File: src/rtl/p20_game_pkg.sv
// p20_game_pkg: shared widths, spawner states and cactus kinds for the dino obstacle logic
package p20_game_pkg;
  localparam int X_W = 10;
  typedef enum logic [1:0] {STOPPED, COUNT, PENDING} spawn_state_e;
  typedef enum logic [1:0] {KIND_SMALL, KIND_TALL, KIND_DOUBLE, KIND_TRIPLE} cactus_kind_e;
endpackage

File: src/rtl/p20_obstacle_slot.sv
// p20_obstacle_slot: one obstacle slot that loads at the spawn point, scrolls left and expires
module p20_obstacle_slot #(
  parameter int X_W = p20_game_pkg::X_W,
  parameter int SPAWN_X = 640
) (
  input  logic           clk,
  input  logic           rst_n,
  input  logic           clear,
  input  logic           load,
  input  logic [1:0]     load_kind,
  input  logic           scroll,
  input  logic [2:0]     speed,
  output logic           valid,
  output logic [X_W-1:0] x,
  output logic [1:0]     kind
);
  import p20_game_pkg::*;
  logic           valid_q, valid_d;
  logic [X_W-1:0] x_q, x_d;
  cactus_kind_e   kind_q, kind_d;
  logic           expire;
  assign expire = x_q < X_W'(speed);
  // a freshly loaded slot is not scrolled on the same tick
  always_comb begin
    valid_d = valid_q;
    x_d = x_q;
    kind_d = kind_q;
    if (clear) begin
      valid_d = 1'b0;
      x_d = '0;
      kind_d = KIND_SMALL;
    end else if (load) begin
      valid_d = 1'b1;
      x_d = X_W'(SPAWN_X);
      kind_d = cactus_kind_e'(load_kind);
    end else if (scroll && valid_q) begin
      valid_d = !expire;
      x_d = expire ? x_q : x_q - X_W'(speed);
    end
  end
  always_ff @(posedge clk or negedge rst_n)
    if (!rst_n) begin
      valid_q <= 1'b0;
      x_q <= '0;
      kind_q <= KIND_SMALL;
    end else begin
      valid_q <= valid_d;
      x_q <= x_d;
      kind_q <= kind_d;
    end
  assign valid = valid_q;
  assign x = x_q;
  assign kind = kind_q;
endmodule

File: src/rtl/p20_cactus_spawner.sv
// p20_cactus_spawner: times cactus spawns from the LFSR and scrolls two obstacle slots per frame
module p20_cactus_spawner #(
  parameter int X_W = p20_game_pkg::X_W,
  parameter int SPAWN_X = 640,
  parameter int MIN_GAP = 16
) (
  input  logic           clk,
  input  logic           sys_rst_n,
  input  logic           run,
  input  logic           clear,
  input  logic           tick,
  input  logic [2:0]     speed,
  input  logic [4:0]     rng,
  output logic           rng_advance,
  output logic           spawn_pulse,
  output logic [1:0]     obs_valid,
  output logic [X_W-1:0] obs_x0,
  output logic [X_W-1:0] obs_x1,
  output logic [1:0]     obs_kind0,
  output logic [1:0]     obs_kind1
);
  import p20_game_pkg::*;
  spawn_state_e state_q, state_d;
  logic [5:0]   gap_q, gap_d;
  logic         adv_q, pulse_q;
  logic         act, due, spawn;
  logic [1:0]   free, load;
  assign act = run && tick && !clear;
  assign free = ~obs_valid;
  assign due = act && ((state_q == COUNT && gap_q == 6'd1) || state_q == PENDING);
  assign spawn = due && |free;
  // slot choice uses occupancy before this tick's scroll
  assign load = {spawn && !free[0] && free[1], spawn && free[0]};
  always_comb begin
    state_d = state_q;
    gap_d = gap_q;
    if (clear) begin
      state_d = STOPPED;
      gap_d = 6'(MIN_GAP);
    end else if (state_q == STOPPED) begin
      state_d = run ? COUNT : STOPPED;
      gap_d = 6'(MIN_GAP);
    end else if (spawn) begin
      state_d = COUNT;
      gap_d = 6'(MIN_GAP) + {1'b0, rng[4:2], 2'b00};
    end else if (due) begin
      state_d = PENDING;
    end else if (act && state_q == COUNT) begin
      gap_d = gap_q - 6'd1;
    end
  end
  always_ff @(posedge clk or negedge sys_rst_n)
    if (!sys_rst_n) begin
      state_q <= STOPPED;
      gap_q <= 6'(MIN_GAP);
      adv_q <= 1'b0;
      pulse_q <= 1'b0;
    end else begin
      state_q <= state_d;
      gap_q <= gap_d;
      adv_q <= spawn;
      pulse_q <= spawn;
    end
  assign rng_advance = adv_q;
  assign spawn_pulse = pulse_q;
  p20_obstacle_slot #(.X_W(X_W), .SPAWN_X(SPAWN_X)) u_slot0 (
    .clk(clk), .rst_n(sys_rst_n), .clear(clear), .load(load[0]), .load_kind(rng[1:0]),
    .scroll(act), .speed(speed), .valid(obs_valid[0]), .x(obs_x0), .kind(obs_kind0)
  );
  p20_obstacle_slot #(.X_W(X_W), .SPAWN_X(SPAWN_X)) u_slot1 (
    .clk(clk), .rst_n(sys_rst_n), .clear(clear), .load(load[1]), .load_kind(rng[1:0]),
    .scroll(act), .speed(speed), .valid(obs_valid[1]), .x(obs_x1), .kind(obs_kind1)
  );
endmodule

File: config.mk
export PLATFORM = sky130hd
export DESIGN_NAME = p20_cactus_spawner
export DESIGN_NICKNAME = d
export VERILOG_FILES = /design/src/rtl/p20_game_pkg.sv /design/src/rtl/p20_obstacle_slot.sv /design/src/rtl/p20_cactus_spawner.sv
export SDC_FILE = /design/constraint.sdc
export NUM_CORES = 1
export LEC_CHECK = 0
export BUFFER_PORTS_ARGS = -buffer_cell sky130_fd_sc_hd__buf_4
export CAP_MARGIN = 10
export CORE_MARGIN = 3
export CORE_UTILIZATION = 40
export CTS_CLUSTER_DIAMETER = 40
export DETAILED_ROUTE_END_ITERATION = 10
export GPL_ROUTABILITY_DRIVEN = 0
export SYNTH_ARGS = -nofsm -noshare
export SYNTH_HDL_FRONTEND = slang
export SYNTH_HIERARCHICAL = 1
export SYNTH_SLANG_ARGS = --single-unit
File: constraint.sdc
create_clock -name clk -period 2.3 [get_ports clk]
set_input_delay 0.46 -clock clk [delete_from_list [all_inputs] [get_ports clk]]
set_output_delay 0.46 -clock clk [all_outputs]
set_load 0.01 [all_outputs]
# [Word-level counts from Yosys, hierarchy flattened]
# Index checks and enable logic that the tools add are counted.
# W data, S select, Z words.
[word_totals] regBits=35 n_memories=0 out_inout_bits=28 latchBits=0 romBits=0 input_bits=13 ramBits=0
[op_classes] bitwise=1 order_cmp=2 mux=28 n_addsub=4 reduce_logical=27 eq_ne=6 div=0 shifts=0 mul=0
[op_table] op="$mux W10" n=8
[op_table] op="$mux W6" n=5
[op_table] op="$lt A10 B3 Y1" n=2
[op_table] op="$sub A10 B3 Y10" n=2
[op_table] op="$mux W2" n=8
[op_table] op="$logic_and A1 B1 Y1" n=11
[op_table] op="$reduce_bool A4 Y1" n=2
[op_table] op="$mux W1" n=7
[op_table] op="$add A5 B5 Y6 const A" n=1
[op_table] op="$eq A6 B1 Y1 const B" n=1
[op_table] op="$ne A3 B2 Y1 const B" n=2
[op_table] op="$reduce_and A2 Y1" n=3
[op_table] op="$reduce_bool A3 Y1" n=2
[op_table] op="$sub A6 B1 Y6 const B" n=1
[op_table] op="$logic_not A1 Y1" n=4
[op_table] op="$ne A4 B2 Y1 const B" n=1
[op_table] op="$reduce_bool A2 Y1" n=2
[op_table] op="$eq A2 B1 Y1 const B" n=1
[op_table] op="$eq A2 B2 Y1 const B" n=1
[op_table] op="$logic_not A2 Y1" n=1
[op_table] op="$not A2 Y2" n=1
[op_table] op="$reduce_or A2 Y1" n=1
[op_table] op="$logic_or A1 B1 Y1" n=1

# [Depth between registers and ports, before layout]
# Gate-level depths: netlist (run 1).
[logic_depth] word_depth=9 mapped_depth=10 ltp_nobuf=9

# [Modules after synthesis]
# Netlist (run 1), hierarchy kept.
[by_module_without_submodules] module="p20_obstacle_slot" seq_area_each_um2=325.3 cells_each=79 instances=2 area_each_um2=773.2
[by_module_without_submodules] module="p20_cactus_spawner" seq_area_each_um2=226.5 cells_each=64 instances=1 area_each_um2=619.3

# [Worst setup path before layout (run 1)]
# OpenSTA, ideal clock, no wires.
[synth_timing] path_type="reg2reg" start="reg gap_q[2]" end="reg gap_q[5]" setup_time_ns=0.126 stages_incl_launch_ff=6 t_required_ns=2.174 synth_period_minus_slack_ns=2.417 path_slack_ns=-0.117 arrival_time_ns=2.291 path_cell_list="dfrtp_1 > or3_4 > o41a_1 > a2111oi_4 > mux2_1 > a221o_1"
[synth_between] elab_chain_len=8 elab_cells_between_ends=14 cone_classes="add/sub (1); eq/ne (2); mux (5); reduce/logical (6)"
[synth_lines] item="from (decl)" line_no="p20_cactus_spawner.sv:24" source="logic [5:0] gap_q, gap_d;"
[synth_lines] item="from (signal assigned)" line_no="p20_cactus_spawner.sv:55" source="gap_q <= 6'(MIN_GAP);"
[synth_lines] item="from (signal assigned)" line_no="p20_cactus_spawner.sv:60" source="gap_q <= gap_d;"
[synth_lines] item="$eq A6 B1 Y1 *" line_no="p20_cactus_spawner.sv:30" source="assign due = act && ((state_q == COUNT && gap_q == 6'd1) || state_q == PENDING);"
[synth_lines] item="$logic_and A1 B1 Y1 *" line_no="p20_cactus_spawner.sv:30"
[synth_lines] item="$logic_or A1 B1 Y1 *" line_no="p20_cactus_spawner.sv:30"
[synth_lines] item="$logic_and A1 B1 Y1 *" line_no="p20_cactus_spawner.sv:30"
[synth_lines] item="$logic_and A1 B1 Y1 *" line_no="p20_cactus_spawner.sv:31" source="assign spawn = due && |free;"
[synth_lines] item="named net spawn" line_no="p20_cactus_spawner.sv:26" source="logic act, due, spawn;"
[synth_lines] item="$mux W6" line_no="p20_cactus_spawner.sv:43" source="end else if (spawn) begin"
[synth_lines] item="$mux W6" line_no="p20_cactus_spawner.sv:40" source="end else if (state_q == STOPPED) begin"
[synth_lines] item="$mux W6" line_no="p20_cactus_spawner.sv:37" source="if (clear) begin"
# Mark *: on every way through the listed nets, which the timed path passes. The rest lies on a longest branch. The select of a mux whose other input is x is not followed.
# A chain may end at the register's enable or synchronous reset.

# [Worst setup path after layout (run 1)]
[layout_timing] start="reg gap_q[3]" end="reg gap_q[5]"
# Same word-level chain as after synthesis.

==> results.yml, run 1 <==
status:
  status: "finished, final reports clean"
final_layout:
  antenna_cells: 0
  drive_gt1_share_pct: 32.5
  final_cell_mix: "66 x buf_4, 34 x dfrtp_1, 17 x nor2_1"
  nFillCells: 491
  multiInputGateArea_um2: 1250
  fin_cells: 362
  layout_commonest_cell: "buf_4"
  seq_area_um2: 877
  fin_nets: 314
  syn_to_final_growth_pct: 33.2
timing:
  setup_viol: 0
  worst_clock_skew_ns: 0.00986
  slew_violations: 0
  setup_ws_ns: 0.0557
  relSlewSlack_pct: 69.2
  rsz0062_at_grt: "true"
  hold_violations: 0
  period_share_pct: 97.6
  fmax_mhz: 446
  period_minus_slack_ns: 2.24
  tightest_slew_ns: 0.458
clock_tree:
  cts_buffers: 5
  clockRootBuffer: "clkbuf_8"
  clock_latency_ns: 0.29
  htree_num_levels: 2
  cts_tree: "done"
  cts.sinks: 35
  clk_pin_slew_ns: 0.08
  cts-root-to-sink-buffers: 2
setup_path:
  worst_ep_arrival_time_ns: 2.42
  critPathMaxFanout: 5
  end_kind: "flop"
  crit_required_ns: 2.47
  crit_chain: "or3_4 -> o41a_1 -> a2111oi_4 -> buf_4 -> mux2_4 -> a221o_1"
  path_class: "reg2reg"
  critPathMaxStageDelay_ns: 0.39
  crit_slowest_cell: "dfrtp_1"
  start_kind: "flop"
power:
  p_clk_share_pct: 42.3
  ir_drop_v: 0.000315
  p_sw_uw: 320
  powerDensity_nw_per_um2: 474
  power.leakage_nw: 1.28
  power_frac_seq_pct: 46.0
  p_int_mw: 1.05
  pwr-share-comb_pct: 11.7
  switching_share_pct: 23.3
global_route:
  grt_pass1_wl_um: 8690
  grtUsageTotal_pct: 17.3
  grt_start_max_net_pins: 36
  antenna_found_initial: 0
  grt_pass1_vias: 1872
  grt_remaining_overflow: 0
yosys:
  ys_ff_latch: 35
  async_flop_share_pct: 100
  synth_edf_count: 0
  yosys_warnings: 6
  synth_nets: 245
  seq_area_frac_synth_pct: 40.5
  yosys.area.top_type: "dfrtp_1"
  post_synth_num_cell_types: 52
  synth.avg_cell_area_um2: 9.76
  netlist.area_leader.share_pct: 39.3
  synth_ff_type: "dfrtp_1"
  syn_area_um2: 2170
  synthCells: 222
  synthTopCellsByArea: "dfrtp_1 39%, ha_1 4.6%, nor2_1 3.1%"
routing:
  route.detailed.drc: 0
  drtIter0Drc: 56
  routedWlPerCell_um: 14.0
  avgViaCountPerCell: 5.39
  met2WireLength_um: 2350
  wl_um: 5080
  num_vias: 1951
  antenna_left: 0
  drtPass1Iterations: 4
  routed.top_layer: "met4"
  wl_met3_um: 214
  wl_met1_um: 2440
die:
  start_util_pct: 41.9
  die_area_um2: 6330
  pin_count: 41
  fp-row-count: 26
  die_h_um: 79.6
  coreArea_um2: 5170
  die_x_um: 79.6
placement:
  port-buffer-count: 40
  pre_cts_slack_ns: -0.105
  post-dp-hpwl_um: 3770
  dp.cells: 352
flow_run:
  drv_cap: 0
min_path:
  min-delay-path-class: "in2async"
[power by group through the flow]
stage / logic, mW / clock network (mW) / registers, mW
2_1_floorplan: 0.0783 / 0 / 0.644
3_3_place_gp: 0.153 / 0 / 0.641
3_5_place_dp: 0.155 / 0 / 0.642
4_1_cts: 0.158 / 0.598 / 0.630
5_1_grt: 0.179 / 0.626 / 0.631
6_report: 0.160 / 0.579 / 0.630
[sequential cells by signal, indices dropped and copies added, names as in the netlist]
signal and flops:
u_slot1/x 10, u_slot0/valid 1, spawn_pulse 1, state_q 2
u_slot0/x 10, gap_q 6, u_slot1/valid 1, u_slot1/kind 2
u_slot0/kind 2
[synthesized netlist by cell type (5+ instances only)]
master    instances
inv_1            16
nand2_1          15
a21oi_1          10
mux2i_1           6
or3_1             6
ha_1              8
o21ai_0           9
dfrtp_1          34
o31ai_1           5
nor2_1           18
nand2b_1          6
nand3_1           5
nor3_1            7
[path summary, 6_finish.rpt]
path / startpoint / to / slack (ns) / cells after the start
max in group asynchronous: sys_rst_n / gap_q[4] / 1.84 / 1
min: sys_rst_n / u_slot0/x[4] / 0.11 / 1
min in group clk: rng[0] / u_slot1/kind[0] / 0.43 / 3
min reg2reg: u_slot1/kind[0] / u_slot1/kind[0] / 0.53 / 2
max: gap_q[3] / gap_q[5] / 0.06 / 6
max reg2reg: gap_q[3] / gap_q[5] / 0.06 / 6
[layout make-up]
class / instances / share of cell area, %
clock inverters: 2 / 1.21
flip-flops and latches: 35 / 30.4
repair buffers: 66 / 17.2
multi-input cells: 167 / 43.2
clock buffers: 6 / 2.86
inverters: 16 / 2.08
well taps: 70 / 3.04
[kinds of logic after synthesis]
family,after synthesis,synth area share [%]
DFF,35,40.5
buffers and inverters,20,3.64
and+or+nand+nor,89,23.9
xor gates and xnor gates,2,0.809
muxes,10,4.85
AOI/OAI and AO/OA,55,19.4
adders and majority gates,11,6.93
[per-layer routing]
metal | global-route usage (%) | vias up
met5 | 0 | -
met4 | 6.87 | 0
met3 | 3.39 | 7
met2 | 26.7 | 39
met1 | 23.6 | 931
li1 | - | 974
[per-stage QoR]
step	util [%]	instance area, um2	hold WS (ns)	total power [mW]	TNS, ns
final	55.8	2890	0.113	1.37	0
after global routing	55.8	2890	0.147	1.44	-0.0000286
after CTS	55.2	2860	0.126	1.39	-0.00751
after detailed placement	52.5	2720	0.449	0.797	-0.514
after global placement	52.5	2720	0.448	0.795	-0.255
after floorplan	-	2170	0.164	0.723	-0.129
[critical path: cells and delay by family (launching register included)]
kind	cells	cell delay [ns]
AO/OA/AOI/OAI	3	0.87
flip-flops	1	0.39
AND/OR/NAND/NOR	1	0.38
multiplexers	1	0.30
buffers and inverters	1	0.20
[what timing repair did]
action,4_1_cts,5_1_grt
resized for setup,2,5
pin swaps,2,3
buffers inserted,2,0
hold buffers,0,0
endpoints found under the setup margin,2,21
(Power assumes the default switching activity.)
==> run 2, diff against run 1 <==
--- a/config.mk
+++ b/config.mk
@@ -5,6 +5,7 @@
 export SDC_FILE = /design/constraint.sdc
 export NUM_CORES = 1
 export LEC_CHECK = 0
+export ABC_AREA = 1
 export BUFFER_PORTS_ARGS = -buffer_cell sky130_fd_sc_hd__buf_4
 export CAP_MARGIN = 10
 export CORE_MARGIN = 3
==> results.yml, run 2 <==
final_layout:
  final_cell_mix: "103 x nand2_1, 61 x inv_1, 42 x buf_4"
  syn_to_final_growth_pct: 19.7
  nFillCells: 586
  fin_cells: 464
  multiInputGateArea_um2: 1300
  fin_nets: 414
  drive_gt1_share_pct: 21.7
  antenna_cells: 0
  layout_commonest_cell: "nand2_1"
  seq_area_um2: 877
yosys:
  synth_commonest_cells: "103 x nand2_1, 61 x inv_1, 34 x dfrtp_1, 31 x nand3_1, 31 x nor2_1"
  synth.avg_cell_area_um2: 7.08
  synth_top_family_by_area: "simple AND/OR/NAND/NOR gates"
  synth_nets: 366
  synth-simple-area-share_pct: 40.7
  syn_area_um2: 2430
  yosys_warnings: 6
  yosys.area.top_type: "dfrtp_1"
  synthTopCellsByArea: "dfrtp_1 35%, nand2_1 16%, inv_1 9.4%"
  seq_area_frac_synth_pct: 36.1
  synthCells: 343
  netlist.area_leader.share_pct: 35.0
  synth_xor_area_share_pct: 2.16
  post_synth_num_cell_types: 26
  synth_edf_count: 0
  yosysMostFrequentCell: "nand2_1"
  synth_compound_area_share_pct: 5.05
  synth_adder_area_share_pct: 5.77
  synth_ff_type: "dfrtp_1"
  synthMuxAreaShare_pct: 0
  async_flop_share_pct: 100
  ys_ff_latch: 35
timing:
  fmax_mhz: 536
  slew_violations: 0
  worst_clock_skew_ns: 0.0107
  tightest_slew_ns: 0.465
  hold_slack_ns: 0.122
  setup_viol: 0
  period_minus_slack_ns: 1.87
  period_share_pct: 81.1
  tns_ns: 0
  relSlewSlack_pct: 69.0
  hold_violations: 0
  rsz0062_at_grt: "false"
routing:
  wl_met3_um: 213
  wl_met1_um: 2730
  met2WireLength_um: 2440
  num_vias: 2174
  route.detailed.drc: 0
  routed.top_layer: "met4"
  routedWlPerCell_um: 11.7
  avgViaCountPerCell: 4.69
  wl_um: 5450
  antenna_left: 0
  drtPass1Iterations: 4
  drtIter0Drc: 111
flow_run:
  drv_cap: 0
status:
  status: "finished, final reports clean"
setup_path:
  path_class: "reg2reg"
  end_kind: "flop"
  worst_ep_arrival_time_ns: 2.10
  critPathMaxFanout: 9
  crit_slowest_cell: "dfrtp_1"
  crit_chain: "inv_1 -> ha_1 -> nand2_1 -> nor2_1 -> nand2_1 -> nand2_4 -> nand3_4 -> nor2_1 -> buf_4 -> nand2_1 -> nand2_1 -> nand2_1 -> nand2_1"
  crit_required_ns: 2.53
  start_kind: "flop"
  critPathMaxStageDelay_ns: 0.39
  ff2ff_path_depth: 13
  critPathMostFrequentCell: "nand2_1"
clock_tree:
  clockRootBuffer: "clkbuf_8"
  htree_num_levels: 2
  cts_buffers: 5
  cts.sinks: 35
  cts_setup_buffers: 0
  clk_pin_slew_ns: 0.08
  cts-root-to-sink-buffers: 2
  post_cts_resized: 0
  cts_hold_buf: 0
  clock_latency_ns: 0.29
  cts_tree: "done"
global_route:
  grt_remaining_overflow: 0
  grtUsageTotal_pct: 17.0
  grt_pass1_wl_um: 9800
  grt_start_max_net_pins: 36
  antenna_found_initial: 0
  grt_pass1_vias: 2120
die:
  die_x_um: 83.9
  die_h_um: 83.9
  coreArea_um2: 5680
  fp-row-count: 27
  start_util_pct: 42.8
  die_area_um2: 7040
  pin_count: 41
min_path:
  min-delay-path-class: "in2async"
placement:
  post-dp-hpwl_um: 4290
  dp.cells: 456
  port-buffer-count: 40
power:
  p_total_mw: 1.40
  ir_drop_v: 0.000203
  power.leakage_nw: 1.64
  powerDensity_nw_per_um2: 481
-- run 2: cell types whose count changed after synthesis, moves of 6 or more --
cell	before	now
nor2_2	0	10
nand2_1	15	103
nand3_1	5	31
inv_1	16	61
nor3_1	7	1
nor2_1	18	31
o21ai_1	0	11
nand2b_1	6	0
or3_1	6	0
mux2i_1	6	0
nor2_4	0	7
-- run 2: metal layers --
metal	up-vias	global-route usage, %
met1	972	23.2
met2	41	27.3
li1	1155	-
met4	0	4.39
met3	6	3.55
met5	-	0
-- run 2: critical path, delay by kind of cell (launching register included) --
family	cells	cell delay [ns]
adder cells (fa/ha/maj)	1	0.14
AND/OR/NAND/NOR	10	1.02
buffers and inverters	2	0.27
flip-flops	1	0.39
-- run 2: worst paths after layout --
kind | endpoint | slack, ns | from
min in group clk | u_slot1/kind[0] | 0.43 | rng[0]
max in group asynchronous | gap_q[4] | 1.82 | sys_rst_n
worst max-delay path | u_slot1/x[9] | 0.43 | gap_q[1]
worst min-delay path | u_slot1/x[2] | 0.12 | sys_rst_n
worst min register to register | u_slot0/kind[1] | 0.48 | u_slot0/kind[1]
worst max register to register | u_slot1/x[9] | 0.43 | gap_q[1]
-- run 2: logic make-up after synthesis --
family | count (synthesis)
AO/OA/AOI/OAI | 22
flip-flops | 35
buffers and inverters | 65
AND/OR/NAND/NOR | 205
adder cells (fa/ha/maj) | 10
XOR/XNOR | 6
-- run 2: per-stage QoR --
step	setup WS [ns]	util [%]	instance area, um2
after floorplan	0.500	-	2430
after CTS	0.407	51.2	2910
after global placement	0.285	49.8	2830
after global routing	0.197	51.2	2910
final	0.435	51.2	2910
after detailed placement	0.265	49.8	2830
-- run 2: final cells by class --
cell class / instances / area share [%]
inverter: 64 / 8.27
clock buffer: 8 / 2.76
tap: 72 / 3.10
sequential: 35 / 30.2
multi-input combinational: 243 / 44.9
timing repair buffer: 42 / 10.8
-- run 2: power breakdown --
group / internal [mW] / switching (mW) / total [mW] / leakage [nW]
combinational: 0.122 / 0.184 / 0.306 / 1.12
sequential: 0.636 / 0.0263 / 0.662 / 0.479
clock: 0.215 / 0.216 / 0.431 / 0.0395
==> run 3, diff against run 2 <==
==> constraint.sdc (replaced) <==
create_clock -name clk -period 1.8 [get_ports clk]
set_input_delay 0.36 -clock clk [delete_from_list [all_inputs] [get_ports clk]]
set_output_delay 0.36 -clock clk [all_outputs]
set_load 0.01 [all_outputs]
==> results.yml, run 3 (synthesized netlist as in run 2, its figures left out) <==
status:
  status: "finished, final reports clean"
setup_path:
  crit_chain: "inv_1 -> ha_2 -> fa_2 -> inv_2 -> nand2_2 -> nand2_2 -> buf_4 -> xor2_1 -> nor2_1 -> nand3_1 -> nand2_1"
  critPathMostFrequentCell: "nand2_2"
  crit_required_ns: 1.99
  crit_slowest_cell: "dfrtp_1"
  critPathMaxFanout: 3
  end_kind: "flop"
  worst_ep_arrival_time_ns: 1.89
  path_class: "reg2reg"
  start_kind: "flop"
  crit_family: "adder cells"
  critPathMaxStageDelay_ns: 0.34
  path_buf_inv: 3
timing:
  tns_ns: 0
  setup_viol: 0
  period_minus_slack_ns: 1.70
  rsz0062_at_grt: "true"
  relSlewSlack_pct: 67.9
  tightest_slew_ns: 0.482
  worst_clock_skew_ns: 0.00917
  hold_slack_ns: 0.0297
  period_share_pct: 94.2
  fmax_mhz: 590
  setup_ws_ns: 0.104
  hold_violations: 0
  slew_violations: 0
die:
  die_area_um2: 7040
  pin_count: 41
  start_util_pct: 42.8
  die_x_um: 83.9
  coreArea_um2: 5680
  fp-row-count: 27
  die_h_um: 83.9
routing:
  routedWlPerCell_um: 12.3
  drtPass1Iterations: 4
  avgViaCountPerCell: 4.78
  route.detailed.drc: 0
  drtIter0Drc: 84
  num_vias: 2304
  antenna_left: 0
  wl_um: 5910
final_layout:
  syn_to_final_growth_pct: 30.7
  fin_nets: 432
  drive_gt1_share_pct: 31.7
  layout_commonest_cell: "nand2_1"
  final_cell_mix: "96 x nand2_1, 59 x buf_4, 55 x inv_1"
  antenna_cells: 0
  fin_area_um2: 3170
power:
  ir_drop_v: 0.000294
  p_sw_uw: 606
  power_frac_seq_pct: 40.8
  switching_share_pct: 29.3
  powerDensity_nw_per_um2: 653
  pwr-share-comb_pct: 23.0
  p_int_mw: 1.47
  power.leakage_nw: 1.77
  p_clk_share_pct: 36.1
placement:
  pre_cts_slack_ns: -0.134
  post-dp-hpwl_um: 4500
  port-buffer-count: 40
  dpl-instance-area_um2: 2940
clock_tree:
  htree_num_levels: 2
  cts.sinks: 35
  cts_buffers: 5
  cts_hold_buf: 0
  cts-root-to-sink-buffers: 2
  clk_pin_slew_ns: 0.08
  cts_tree: "done"
  clockRootBuffer: "clkbuf_8"
  clock_latency_ns: 0.29
global_route:
  grt_remaining_overflow: 0
  grt_start_max_net_pins: 36
  antenna_found_initial: 0
  grtUsageTotal_pct: 17.6
  grt_pass1_wl_um: 10100
  grt_pass1_vias: 2204
min_path:
  min-delay-path-class: "in2async"
flow_run:
  drv_cap: 0
## run 3: layout make-up
class | instances | area, um2
clock buffers | 6 | 82.6
multi-input cells | 243 | 1390
inverters | 64 | 240
clock inverters | 2 | 35.0
flip-flops and latches | 35 | 877
fillers | 574 | 2500
well taps | 72 | 90.1
repair buffers | 60 | 454
## run 3: timing repair
action                     4_1_cts  5_1_grt
setup endpoints to repair       18       23
buffers inserted                 0        3
resized for setup                4       29
pin swaps                        0        7
## run 3: path summary, 6_finish.rpt
check / start / endpoint / slack (ns) / cells after the start
max: u_slot1/x[0] / u_slot1/x[4] / 0.10 / 11
min: sys_rst_n / u_slot0/x[0] / 0.03 / 1
max reg2reg: u_slot1/x[0] / u_slot1/x[4] / 0.10 / 11
min reg2reg: u_slot0/kind[0] / u_slot0/kind[0] / 0.48 / 2
max in group asynchronous: sys_rst_n / gap_q[4] / 1.41 / 1
min in group clk: rng[0] / u_slot1/kind[0] / 0.32 / 3
## run 3: stage by stage
stage	utilization (%)	total power, mW	cells
CTS	54.2	2.07	479
global route	55.9	2.21	482
floorplan	-	1.13	343
global placement	51.8	1.29	471
detailed placement	51.8	1.30	471
finish	55.9	2.07	482
## run 3: per-layer routing
metal | global-route usage, % | vias to the layer above | routed length, um
met3 | 3.46 | 6 | 217
met5 | 0 | - | 0
met4 | 5.12 | 0 | 61
li1 | - | 1194 | -
met1 | 24.0 | 1065 | 2850
met2 | 28.3 | 39 | 2770
## run 3: power groups by stage
stage	Combinational, mW	Clock, mW	Sequential [mW]
6_report	0.477	0.748	0.846
2_1_floorplan	0.272	0	0.860
5_1_grt	0.540	0.816	0.850
3_5_place_dp	0.443	0	0.860
3_3_place_gp	0.434	0	0.860
4_1_cts	0.450	0.777	0.845
